**src/rtl/bias_pkg.sv**
```systemverilog
// -----------------------------------------------------------------------------
// bias_pkg
// Shared types and constants for the bias-mode scheduler and its sub-blocks.
//   bias_mode_t        : bias MUX modes (NORMAL, IDLE_LOW, SLEEP, reserved)
//   bias_sched_state_t : scheduler FSM states
//   AUTO_ID            : done_id reported for requests raised by the idle timer
//   NUM_REQ            : number of external requesters
// -----------------------------------------------------------------------------
package bias_pkg;

  typedef enum logic [1:0] {
    MODE_NORMAL   = 2'd0,
    MODE_IDLE_LOW = 2'd1,
    MODE_SLEEP    = 2'd2,
    MODE_RSVD     = 2'd3
  } bias_mode_t;

  typedef enum logic [1:0] {
    ST_STABLE    = 2'd0,
    ST_WAIT_BUSY = 2'd1,
    ST_WAIT_DONE = 2'd2
  } bias_sched_state_t;

  localparam logic [1:0] AUTO_ID = 2'd3;
  localparam int         NUM_REQ = 3;

endpackage

```
**src/rtl/bias_idle_timer.sv**
```systemverilog
// -----------------------------------------------------------------------------
// bias_idle_timer
// Inactivity counter plus the automatic low-power request generator.
// Ports:
//   clk, rst_n  : clock, asynchronous active-low reset
//   activity    : readout activity pulse, restarts the count
//   auto_en     : enables counting; when low the count is held at zero
//   cur_mode    : last settled bias mode
//   auto_valid  : automatic request pending
//   auto_mode   : mode requested automatically (IDLE_LOW or SLEEP)
// -----------------------------------------------------------------------------
module bias_idle_timer
  import bias_pkg::*;
#(
  parameter int IDLE_TIMEOUT  = 100_000,
  parameter int SLEEP_TIMEOUT = 10_000_000,
  parameter int TIMER_W       = 32
) (
  input  logic       clk,
  input  logic       rst_n,
  input  logic       activity,
  input  logic       auto_en,
  input  logic [1:0] cur_mode,
  output logic       auto_valid,
  output logic [1:0] auto_mode
);

  localparam logic [TIMER_W-1:0] IDLE_THR  = TIMER_W'(IDLE_TIMEOUT - 1);
  localparam logic [TIMER_W-1:0] SLEEP_THR = TIMER_W'(SLEEP_TIMEOUT - 1);

  logic [TIMER_W-1:0] timer_reg;

  always_ff @(posedge clk or negedge rst_n) begin
    if (!rst_n) begin
      timer_reg <= '0;
    end else if (activity || !auto_en) begin
      timer_reg <= '0;
    end else if (timer_reg != '1) begin
      timer_reg <= timer_reg + 1'b1;
    end
  end

  // Decoded straight from the counter, so a clear by activity withdraws a
  // pending request on the same edge that zeroes the count. Requests only
  // ever step one level down in power; wake-up is left to explicit requesters.
  always_comb begin
    auto_valid = 1'b0;
    auto_mode  = MODE_NORMAL;
    if (cur_mode == MODE_NORMAL && timer_reg >= IDLE_THR) begin
      auto_valid = 1'b1;
      auto_mode  = MODE_IDLE_LOW;
    end else if (cur_mode == MODE_IDLE_LOW && timer_reg >= SLEEP_THR) begin
      auto_valid = 1'b1;
      auto_mode  = MODE_SLEEP;
    end
  end

endmodule

```
**src/rtl/bias_mode_scheduler.sv**
```systemverilog
// -----------------------------------------------------------------------------
// bias_mode_scheduler
// Arbitrates bias-mode requests from three requesters and the idle timer,
// drives the bias MUX controller and tracks its busy/ready handshake.
// Ports:
//   clk, rst_n        : clock, asynchronous active-low reset
//   req_valid[2:0]    : requests (0 readout seq, 1 host, 2 power manager)
//   req_mode[5:0]     : 2-bit mode per requester, [2i+1:2i] for requester i
//   req_ready[2:0]    : one-hot one-cycle acceptance pulse
//   activity, auto_en : idle timer control
//   bias_mode_select  : mode driven to the controller
//   bias_busy         : controller switching
//   bias_ready        : controller settled
//   cur_mode          : last mode confirmed settled
//   done, done_id     : completion pulse and requester (3 = auto)
//   err[1:0]          : sticky: bit0 settle timeout, bit1 reserved mode
//   clr_err           : clears err (a new error in the same cycle wins)
// -----------------------------------------------------------------------------
module bias_mode_scheduler
  import bias_pkg::*;
#(
  parameter int IDLE_TIMEOUT   = 100_000,
  parameter int SLEEP_TIMEOUT  = 10_000_000,
  parameter int SETTLE_TIMEOUT = 4096,
  parameter int TIMER_W        = 32
) (
  input  logic       clk,
  input  logic       rst_n,
  input  logic [2:0] req_valid,
  input  logic [5:0] req_mode,
  output logic [2:0] req_ready,
  input  logic       activity,
  input  logic       auto_en,
  output logic [1:0] bias_mode_select,
  input  logic       bias_busy,
  input  logic       bias_ready,
  output logic [1:0] cur_mode,
  output logic       done,
  output logic [1:0] done_id,
  output logic [1:0] err,
  input  logic       clr_err
);

  localparam int              WD_W    = $clog2(SETTLE_TIMEOUT + 1);
  localparam logic [WD_W-1:0] WD_LAST = WD_W'(SETTLE_TIMEOUT - 1);

  bias_sched_state_t state_reg, state_next;
  logic [1:0]        sel_reg, sel_next;
  logic [1:0]        cur_reg, cur_next;
  logic [2:0]        ready_reg, ready_next;
  logic              done_reg, done_next;
  logic [1:0]        done_id_reg, done_id_next;
  logic [1:0]        err_reg, err_next;
  logic [1:0]        id_reg, id_next;
  logic [WD_W-1:0]   wdog_reg, wdog_next;

  logic              auto_valid;
  logic [1:0]        auto_mode;

  bias_idle_timer #(
    .IDLE_TIMEOUT  (IDLE_TIMEOUT),
    .SLEEP_TIMEOUT (SLEEP_TIMEOUT),
    .TIMER_W       (TIMER_W)
  ) u_idle_timer (
    .clk        (clk),
    .rst_n      (rst_n),
    .activity   (activity),
    .auto_en    (auto_en),
    .cur_mode   (cur_reg),
    .auto_valid (auto_valid),
    .auto_mode  (auto_mode)
  );

  // A requester only sees req_ready one cycle after acceptance, so its valid
  // is still up in that cycle; masking it prevents a double acceptance when
  // the FSM is still in STABLE (same-mode or reserved-mode requests).
  logic [2:0] req_eff;
  assign req_eff = req_valid & ~ready_reg;

  logic       grant_valid;
  logic [1:0] grant_id;
  logic [1:0] grant_mode;

  // Fixed priority: scanning from the lowest priority upward lets the
  // highest-priority active requester overwrite the others.
  always_comb begin
    grant_valid = auto_valid;
    grant_id    = AUTO_ID;
    grant_mode  = auto_mode;
    for (int i = NUM_REQ - 1; i >= 0; i--) begin
      if (req_eff[i]) begin
        grant_valid = 1'b1;
        grant_id    = 2'(i);
        grant_mode  = req_mode[2*i +: 2];
      end
    end
  end

  always_comb begin
    state_next   = state_reg;
    sel_next     = sel_reg;
    cur_next     = cur_reg;
    ready_next   = '0;
    done_next    = 1'b0;
    done_id_next = done_id_reg;
    id_next      = id_reg;
    wdog_next    = wdog_reg;
    err_next     = clr_err ? 2'b00 : err_reg;

    unique case (state_reg)
      ST_STABLE: begin
        if (bias_ready && !bias_busy && grant_valid) begin
          if (grant_id != AUTO_ID) begin
            ready_next = 3'b001 << grant_id;
          end
          if (grant_mode == MODE_RSVD) begin
            err_next[1] = 1'b1;
          end else if (grant_mode == cur_reg) begin
            done_next    = 1'b1;
            done_id_next = grant_id;
          end else begin
            sel_next   = grant_mode;
            id_next    = grant_id;
            wdog_next  = '0;
            state_next = ST_WAIT_BUSY;
          end
        end
      end

      ST_WAIT_BUSY, ST_WAIT_DONE: begin
        wdog_next = wdog_reg + 1'b1;
        // Timeout abandons the transition: cur_mode keeps the last settled
        // mode and no completion is reported.
        if (wdog_reg == WD_LAST) begin
          err_next[0] = 1'b1;
          wdog_next   = '0;
          state_next  = ST_STABLE;
        end else if (state_reg == ST_WAIT_BUSY) begin
          if (bias_busy) begin
            state_next = ST_WAIT_DONE;
          end
        end else if (bias_ready && !bias_busy) begin
          cur_next     = sel_reg;
          done_next    = 1'b1;
          done_id_next = id_reg;
          state_next   = ST_STABLE;
        end
      end

      default: state_next = ST_STABLE;
    endcase
  end

  always_ff @(posedge clk or negedge rst_n) begin
    if (!rst_n) begin
      state_reg   <= ST_STABLE;
      sel_reg     <= MODE_NORMAL;
      cur_reg     <= MODE_NORMAL;
      ready_reg   <= '0;
      done_reg    <= 1'b0;
      done_id_reg <= '0;
      err_reg     <= '0;
      id_reg      <= '0;
      wdog_reg    <= '0;
    end else begin
      state_reg   <= state_next;
      sel_reg     <= sel_next;
      cur_reg     <= cur_next;
      ready_reg   <= ready_next;
      done_reg    <= done_next;
      done_id_reg <= done_id_next;
      err_reg     <= err_next;
      id_reg      <= id_next;
      wdog_reg    <= wdog_next;
    end
  end

  assign req_ready        = ready_reg;
  assign bias_mode_select = sel_reg;
  assign cur_mode         = cur_reg;
  assign done             = done_reg;
  assign done_id          = done_id_reg;
  assign err              = err_reg;

endmodule
```
**config.mk**
```make
export PLATFORM = sky130hd
export DESIGN_NAME = bias_mode_scheduler
export DESIGN_NICKNAME = d
export VERILOG_FILES = /design/src/rtl/bias_pkg.sv /design/src/rtl/bias_idle_timer.sv /design/src/rtl/bias_mode_scheduler.sv
export SDC_FILE = /design/constraint.sdc
export NUM_CORES = 1
export LEC_CHECK = 0
export CAP_MARGIN = 10
export CORE_UTILIZATION = 45
export CTS_CLUSTER_DIAMETER = 30
export CTS_CLUSTER_SIZE = 24
export DETAILED_ROUTE_END_ITERATION = 10
export GPL_TIMING_DRIVEN = 0
export PLACE_DENSITY_LB_ADDON = 0.08
export SLEW_MARGIN = 10
export SYNTH_ARGS = -nofsm -noshare
export SYNTH_HDL_FRONTEND = slang
export SYNTH_HIERARCHICAL = 1
export SYNTH_SLANG_ARGS = --single-unit
```
**constraint.sdc**
```tcl
create_clock -name clk -period 3.95 [get_ports clk]
set_input_delay 0.79 -clock clk [delete_from_list [all_inputs] [get_ports clk]]
set_output_delay 0.79 -clock clk [all_outputs]
set_load 0.005 [all_outputs]
```
==> impl_metrics.yaml <==
worst_setup_path:
  end_kind: "flop"
  crit_family: "compound AO/OA/AOI/OAI gates"
  worst-setup-path-type: "reg2reg"
  reg2reg_setup_slack_ps: 380
  cp-start-kind: "flop"
  critical_path_data_required_time_ps: 4180
  arrival_ps: 3800
  worstReg2RegStart: "u_idle_timer/timer_reg[0]$_DFFE_PN0P_"
  reg2reg_to: "id_reg[0]$_DFFE_PN0P_"
  path_cells: "ha_1 > and4_1 > buf_2 > o311ai_0 > nand3_1 > a31oi_1 > nor2_1 > mux2i_1 > o2111ai_1 > o22ai_1 > mux2_2"
  critical_path.slowest_cell: "o22ai_1"
  cp_max_fo: 8
  critical_path.max_stage_delay_ps: 540
  r2r.worst_path.cells: 11
  worst-path-buf-inv: 1
floorplan:
  fp.dieW_um: 96
  die_area_sq_um: 9216
  core_area_sq_um: 8382
  io-pin-count: 28
  rows: 33
  fp.dieH_um: 96
  start_util_pct: 47.44
synthesis:
  synth-edff-count: 0
  yosys_warnings: 6
  yosys.cell_count.top_type: "dfrtp_1"
  top_cells_by_area_synth: "dfrtp_1, nand3_1, o21ai_0"
  post_synthesis_cells: 429
  synth.cells.most_frequent: "dfrtp_1, nand2_1, nor2_1, nand3_1, o21ai_0"
  yosysSeqAreaShare_pct: 38.39
  synth.largest_area_cell: "dfrtp_1"
  async_reset_ff_share_pct: 100.0
  ys_types: 71
  synthesis.area_sq_um: 3976
  ys_seq_elements: 61
  synth_area_per_cell_sq_um: 9.269
  postSynthNetCount: 452
  synthDominantCellAreaShare_pct: 38.39
  ys_flop_type: "dfrtp_1"
clock_network:
  cts.repair.resized: 0
  post-cts-setup-buffer-count: 0
  root_buffer: "clkbuf_8"
  cts_max_path_bufs: 2
  clock_tree.htree_level_count: 3
  cts_made_buffers: 9
  tritoncts_num_sinks: 61
  insertion_delay_ps: 350
  cts.hold.buffers_added: 0
  clock_pin_slew_of_the_registers_on_the_worst_case_setup_and_hold_paths_ps: 70
  tritoncts: "built"
grt:
  grt_total_usage_pct: 23.37
  grt_pass1_wl_um: 16370
  antenna_found_initial: 0
  grt-ovfl-total: 0
  grt_start_max_net_pins: 62
  number_of_global_route_vias_before_repair: 3329
pwr:
  p_int_mw: 1.374
  total_leakage_power_nw: 1.811
  p_switching_mw: 0.6909
  pwr-share-clk_pct: 28.6
  p_comb_share_pct: 32.9
  switching_share_pct: 33.46
  power_density_nw_per_um2: 450.2
  max-vdd-ir-drop_uv: 255.0
  pwr-share-seq_pct: 38.5
layout:
  fraction_of_final_layout_cells_with_drive_strength_greater_than_1_pct: 12.08
  layout-area-overhead-vs-synth_pct: 15.36
  nets: 490
  fill_cells: 795
  largest_register_ffs: 32
  insertedDiodeCount: 0
timing:
  setup_repair_after_global_routing_missed_its_margin: "false"
  final.setup_skew_ps: 18.46
  holdWs_ps: 496.0
  period_needed_ps: 3570
  slew-limit-headroom_pct: 49.37
  min_period_over_period_pct: 90.38
  timing.final.hold_violations: 0
  setup_ws_ps: 380.0
  number_of_failing_setup_endpoints_in_the_final_timing_report: 0
  fmax_ghz: 0.2801
  tightest_slew_ps: 759.5
  drv_slew: 0
  fin_tns_setup_ps: 0
route:
  routed_via_density: 6.179
  wl_per_cell_um: 16.63
  ant_nets: 0
  via_count: 3565
  drt_pre_antenna_iters: 5
  detailedRoute.firstIterationViolations: 174
  routed_wl_um: 9597
  total_drc_errors_in_the_routed_layout: 0
placement:
  post-dp-hpwl_um: 6735
  port-buffer-count: 27
  place.gp.congestion: 0.8210
  worst_setup_slack_after_placement_ps: 435.7
hold_path:
  worst_hold_path.num_cells: 1
  hold_end: "wdog_reg[11]$_DFFE_PN0P_"
  worst_hold_path_type: "reg2reg"
  holdCritStartpoint: "wdog_reg[11]$_DFFE_PN0P_"
run_status:
  outcome: "completed"
flow_run:
  cap_violations: 0
==> layout make-up <==
| type | count | area (sq um) | share of cell area, % |
|---|---|---|---|
| multi-input cells | 331 | 2258 | 49.24 |
| flip-flops and latches | 61 | 1526 | 33.28 |
| repair buffers | 27 | 267.8 | 5.837 |
| clock buffers | 13 | 168.9 | 3.682 |
| plain buffers | 24 | 142.6 | 3.110 |
| well taps | 105 | 131.4 | 2.864 |
| inverters | 13 | 48.80 | 1.064 |
| clock inverters | 3 | 42.54 | 0.9274 |
==> through the flow <==
step	cells	utilization, %	area [sq um]	power (mW)
global route	577	54.72	4587	2.213
finish	577	54.72	4587	2.065
detailed placement	561	52.20	4375	1.486
CTS	577	54.72	4587	2.092
floorplan	429	-	3976	1.254
global placement	561	52.23	4378	1.480
==> metal layers <==
layer | vias up | wire length (um) | part of all wire (%) | track usage (%)
met2 | 104 | 4360 | 45 | 35.28
li1 | 1727 | - | - | -
met3 | 8 | 546 | 5.7 | 6.793
met4 | 0 | 85 | 0.89 | 5.721
met1 | 1726 | 4605 | 48 | 32.83
met5 | - | 0 | 0 | 0
==> worst reg2reg max path, delay by kind of cell, from the launching register on <==
kind	cells	cell delay [ps]
AO/OA/AOI/OAI	4	1360
adder cells (fa/ha/maj)	1	250
buffers and inverters	1	170
flip-flops	1	410
multiplexers	2	800
AND/OR/NAND/NOR	3	480
==> worst max path at each step <==
stage,from,to,slack [ps],cells after the start
2_1_floorplan,u_idle_timer/timer_reg[0]$_DFFE_PN0P_,wdog_reg[3]$_DFFE_PN0P_,990,13
6_report,u_idle_timer/timer_reg[0]$_DFFE_PN0P_,id_reg[0]$_DFFE_PN0P_,380,11
3_3_place_gp,rst_n,req_ready[1]$_DFF_PN0_,40,1
5_1_grt,u_idle_timer/timer_reg[0]$_DFFE_PN0P_,id_reg[0]$_DFFE_PN0P_,70,11
4_1_cts,u_idle_timer/timer_reg[0]$_DFFE_PN0P_,id_reg[0]$_DFFE_PN0P_,410,11
3_5_place_dp,u_idle_timer/timer_reg[0]$_DFFE_PN0P_,id_reg[0]$_DFFE_PN0P_,440,11
==> cells by family (layout without fill, tap and decap cells) <==
kind of cell,after synthesis,after routing,synth area share (%)
xor gates and xnor gates,12,12,2.643
AOI/OAI and AO/OA,117,117,21.24
buffers and inverters,37,80,4.814
and+or+nand+nor,183,183,27.44
DFF,61,61,38.39
adders and majority gates,7,7,2.203
muxes,12,12,3.272
==> cell usage in the layout, fill, tap and decap left out, types with 8 or more instances in the layout <==
master	instances
clkbuf_1	10
clkbuf_8	12
buf_2	8
nor4_1	9
nand2b_1	8
xnor2_1	9
nand2_1	26
a21oi_1	18
nand4_1	14
and3_1	10
o31ai_1	10
clkdlybuf4s50_1	26
nor2b_1	10
nand3_1	25
o21ai_0	21
inv_1	13
dfrtp_1	61
a31oi_1	12
nor2_1	26
or3_1	10
==> power by group through the flow <==
stage,sequential (mW),combinational (mW),clock (mW)
after floorplan,0.784,0.470,0
after global placement,0.804,0.676,0
after detailed placement,0.804,0.682,0
after CTS,0.793,0.686,0.613
after global routing,0.807,0.764,0.641
final,0.795,0.679,0.590
Note: power is estimated with default switching activity, not from simulation.
==> variant 1, RTL diff (config.mk and constraints unchanged) <==
`TIMER_W` is set to 32 in 2 places; all go to 40.
--- a/src/rtl/bias_idle_timer.sv
+++ b/src/rtl/bias_idle_timer.sv
@@ -16,3 +16,3 @@
   parameter int SLEEP_TIMEOUT = 10_000_000,
-  parameter int TIMER_W       = 32
+  parameter int TIMER_W       = 40
 ) (
--- a/src/rtl/bias_mode_scheduler.sv
+++ b/src/rtl/bias_mode_scheduler.sv
@@ -24,3 +24,3 @@
   parameter int SETTLE_TIMEOUT = 4096,
-  parameter int TIMER_W        = 32
+  parameter int TIMER_W        = 40
 ) (
Behaviour: same outputs for any inputs over 4 cycles, from zero or initial values and one cycle with rst_n low; that may be too few to reach the edited logic, so the function may still have changed.
==> variant 1 against the original RTL <==
Worst setup slack got worse by 99 ps. Critical path depth did not move. Wire length rose by 18%. Design area rose by 14%. Sequential cell count rose by 8. Largest power group unchanged. Sequential power rose by 11%. Critical endpoint unchanged. Power rose by 13%. Clock skew fell by 4.0 ps. Maximum frequency fell by 2.7%. Area after synthesis rose by 13%. Core utilization fell by 1.2 points. Highest routed layer unchanged. First-iteration DRC count rose by 71%.
==> variant 1: results (changes against the original RTL) <==
area post-placement 4950 um^2 (was 4380 um^2); Filler cells 921 (was 795); setup slack, reg-to-reg 280 ps (was 380 ps); Max IR drop VDD 0.211 mV (was 0.255 mV); pre-CTS setup slack 364 ps (was 436 ps); worst-path fanout max 10 (was 8); Mapped Nets 510 (was 452); first-pass GRT wire length 19400 um (was 16400 um); Worst Hold Class input pin to asynchronous set/reset pin (was flop to flop); Hold WS 370 ps (was 496 ps); M3 GR Usage 0.0540 (was 0.0679); Detail Placement HPWL 8040 um (was 6740 um); Yosys cell types 68 (was 71); nets@finish 549 (was 490); M1 GR Usage 0.302 (was 0.328); drt initial violations 298 (was 174); data arrival time of the critical path 3890 ps (was 3800 ps); GPL Wtd Cong 0.871 (was 0.821); Worst slew margin 0.591 (was 0.494); Leak Pwr 2.01 nW (was 1.81 nW); Post-synth top cells dfrtp_1, nand2_1, a21oi_1 (was dfrtp_1, nand2_1, nor2_1); vias in the first global route 3960 (was 3329); outcome finished, final reports clean (unchanged); DR pass1 iterations 6 (was 5); share of cells above drive strength 1 0.119 (was 0.121); Max Freq 273 MHz (was 280 MHz); largest net degree at the start of global routing 40 (was 62); Register Area 1730 um^2 (was 1530 um^2); GRT Util Overall 0.238 (was 0.234); clk_skew 14.5 ps (was 18.5 ps)
[variant 1: cell types whose count changed in the layout (fill, tap and decap cells not counted), sizes merged, moves of 4 or more]
cell	delta
and4	+4
or4	+11
a31oi	-8
nand2	+14
o21ai	+7
xnor2	-9
a21oi	+20
clkbuf	-5
dfrtp	+8
nor2	-6
or3	+8
o31ai	+13
[variant 1: through the flow]
stage	TNS, ps	instances
2_1_floorplan	0	487
3_3_place_gp	-26430	647
3_5_place_dp	0	648
4_1_cts	0	664
5_1_grt	0	664
6_report	0	664
[variant 1: worst max-delay path: cells and delay by family, from the launching register on]
kind	cells	cell delay [ps]
mux	1	400
flops	1	390
simple gates	2	370
compound gates	6	1730
buf+inv	1	400
fa+ha+maj	1	240
[variant 1: worst max-delay path by stage]
stage,from,to
after global routing,u_idle_timer/timer_reg[0]$_DFFE_PN0P_,id_reg[0]$_DFFE_PN0P_
final,u_idle_timer/timer_reg[0]$_DFFE_PN0P_,id_reg[0]$_DFFE_PN0P_
after detailed placement,u_idle_timer/timer_reg[0]$_DFFE_PN0P_,id_reg[1]$_DFFE_PN0P_
after CTS,u_idle_timer/timer_reg[0]$_DFFE_PN0P_,id_reg[1]$_DFFE_PN0P_
after global placement,rst_n,u_idle_timer/timer_reg[3]$_DFFE_PN0P_
after floorplan,u_idle_timer/timer_reg[0]$_DFFE_PN0P_,wdog_reg[3]$_DFFE_PN0P_
[variant 1: cells by family (layout without fill, tap and decap cells)]
kind of cell / after synthesis / after routing / share of synthesized area
muxes: 13 / 13 / 0.0312
and+or+nand+nor: 224 / 224 / 0.310
buffers and inverters: 33 / 77 / 0.0406
xor gates and xnor gates: 2 / 2 / 0.00390
adders and majority gates: 7 / 7 / 0.0195
DFF: 69 / 69 / 0.384
AOI/OAI and AO/OA: 139 / 139 / 0.211
[variant 1: cell type report]
cell class / count / share of cell area
sequential: 69 / 0.332
inverter: 10 / 0.00721
clock buffer: 11 / 0.0291
multi-input combinational: 385 / 0.497
tap: 133 / 0.0320
clock inverter: 5 / 0.0204
timing repair buffer: 28 / 0.0553
buffer: 23 / 0.0279
[variant 1: power breakdown]
| group | switching, W | internal (W) | leakage [nW] |
|---|---|---|---|
| registers | 0.0000961 | 0.000790 | 0.932 |
| clock network | 0.000284 | 0.000455 | 0.126 |
| logic | 0.000368 | 0.000334 | 0.957 |
| total | 0.000749 | 0.00158 | 2.01 |
[variant 1: routing by layer]
layer	vias up	share of wire
li1	1977	-
met1	1954	0.46
met2	76	0.50
met3	16	0.030
met4	0	0.015
met5	-	0
==> variant 2, RTL diff (same settings) <==
Made on the original files. Put one more register stage on the output `err`. The value now appears one clock later. The other outputs are not delayed to match. Comments in the files are not updated.
--- a/src/rtl/bias_mode_scheduler.sv
+++ b/src/rtl/bias_mode_scheduler.sv
@@ -182,3 +182,5 @@
   assign done_id          = done_id_reg;
-  assign err              = err_reg;
+  always_ff @(posedge clk) begin
+    err <= err_reg;
+  end
 
Check against the original RTL: not equivalent (Yosys sat finds a counterexample within 4 cycles, from zero or initial values and one cycle with rst_n low).
==> variant 2 against the original RTL <==
Area after synthesis rose by 1.0%. Power fell by 1.6%. Wire length rose by 2.4%. First-iteration DRC count rose by 33%. Sequential cell count rose by 2. Core utilization fell by 1.7 points. Design area rose by 0.33%. Worst setup slack got worse by 13 ps. Highest routed layer unchanged.
==> variant 2: results (changes against the original RTL) <==
outcome finished, final reports clean (unchanged); drt initial violations 231 (was 174); average wire per standard cell 16.8 um (was 16.6 um); GPL Wtd Cong 0.840 (was 0.821); Top FF cell, synth dfrtp_1 (unchanged); GRT Util Overall 0.231 (was 0.234); Non-clk bufs 50 (was 51); area of the multi-input gates 2260 um^2 (about the same); clock-cell share of area 0.0394 (was 0.0461); data arrival time of the critical path 3810 ps (was 3800 ps); Leak Pwr 1.81 nW (about the same); P_comb 0.000686 W (was 0.000679 W); met2 wire length 4330 um (was 4360 um); Via Count 3587 (was 3565); Final non-clock buffer share 0.0881 (was 0.0895); M1 wire length 4830 um (was 4610 um); top cells by area, synth dfrtp_1, nand3_1, o31ai_1, o21ai_0, nand2_1 (was dfrtp_1, nand3_1, o21ai_0, nand2_1, nor2_1); Mapped Nets 455 (was 452); Seq/total area 0.340 (was 0.333); Non-CTS inverters 15 (was 13); area post-placement 4420 um^2 (was 4380 um^2); clk_buf instances 15 (was 13); Worst slew margin 0.465 (was 0.494); Filler cells 828 (was 795); Tot Pwr 0.00203 W (was 0.00206 W); Core ar. 8680 um^2 (was 8380 um^2); first-pass GRT wire length 16400 um (about the same); Yosys cell types 77 (was 71); Yosys reg bits 63 (was 61); via/cell ratio 6.15 (was 6.18); met2 Usage GRT 0.342 (was 0.353); Synth Area in Adders 0.0218 (was 0.0220); pre-CTS setup slack 429 ps (was 436 ps); clk_skew 12.0 ps (was 18.5 ps); Post-synth top cells dfrtp_1, nand2_1, nand3_1, nor2_1, o21ai_0 (was dfrtp_1, nand2_1, nor2_1); vias in the first global route 3378 (was 3329); M3 GR Usage 0.0501 (was 0.0679); placed insts 567 (was 561); Max IR drop VDD 0.228 mV (was 0.255 mV); max reg flops 32 (unchanged); YS warnings 6 (unchanged); switching part of the total 0.348 (was 0.335); CP peak stage delay 640 ps (was 540 ps); Mapped Avg Cell Area 9.30 um^2 (was 9.27 um^2); Met3 Routed Length 510 um (was 546 um); nets@finish 493 (was 490); Synth Area in Compound Gates 0.208 (was 0.212); Clk. pwr 0.000529 W (was 0.000590 W); share of cells above drive strength 1 0.103 (was 0.121); ys async rst share 0.968 (was 1.00); Register Area 1570 um^2 (was 1530 um^2); M1 GR Usage 0.335 (was 0.328); initial antenna violation count 0 (unchanged); post-synthesis mux area share 0.0302 (was 0.0327); Detail Placement HPWL 6860 um (was 6740 um); XOR/XNOR Fraction of Synth Area 0.0262 (was 0.0264); sequential share of the synthesized area 0.390 (was 0.384)
-- variant 2: cell types whose count changed after synthesis, sizes merged, moves of 2 or more --
cell    delta
inv        +2
buf        -4
nor2b      -2
dfxtp      +2
clkbuf     +3
o21ai      +2
mux2       -2
-- variant 2: worst paths after layout --
| check | from | depth (start not counted) | endpoint | slack [ps] |
|---|---|---|---|---|
| hold / removal | err_reg[1]$_DFF_PN0_ | 0 | err[1]$_DFF_P_ | 370 |
| max in group asynchronous | rst_n | 1 | u_idle_timer/timer_reg[12]$_DFFE_PN0P_ | 2890 |
| setup / recovery | u_idle_timer/timer_reg[0]$_DFFE_PN0P_ | 11 | id_reg[1]$_DFFE_PN0P_ | 370 |
| setup reg to reg | u_idle_timer/timer_reg[0]$_DFFE_PN0P_ | 11 | id_reg[1]$_DFFE_PN0P_ | 370 |
| min in group asynchronous | rst_n | 1 | u_idle_timer/timer_reg[30]$_DFFE_PN0P_ | 510 |
| hold reg to reg | err_reg[1]$_DFF_PN0_ | 0 | err[1]$_DFF_P_ | 370 |
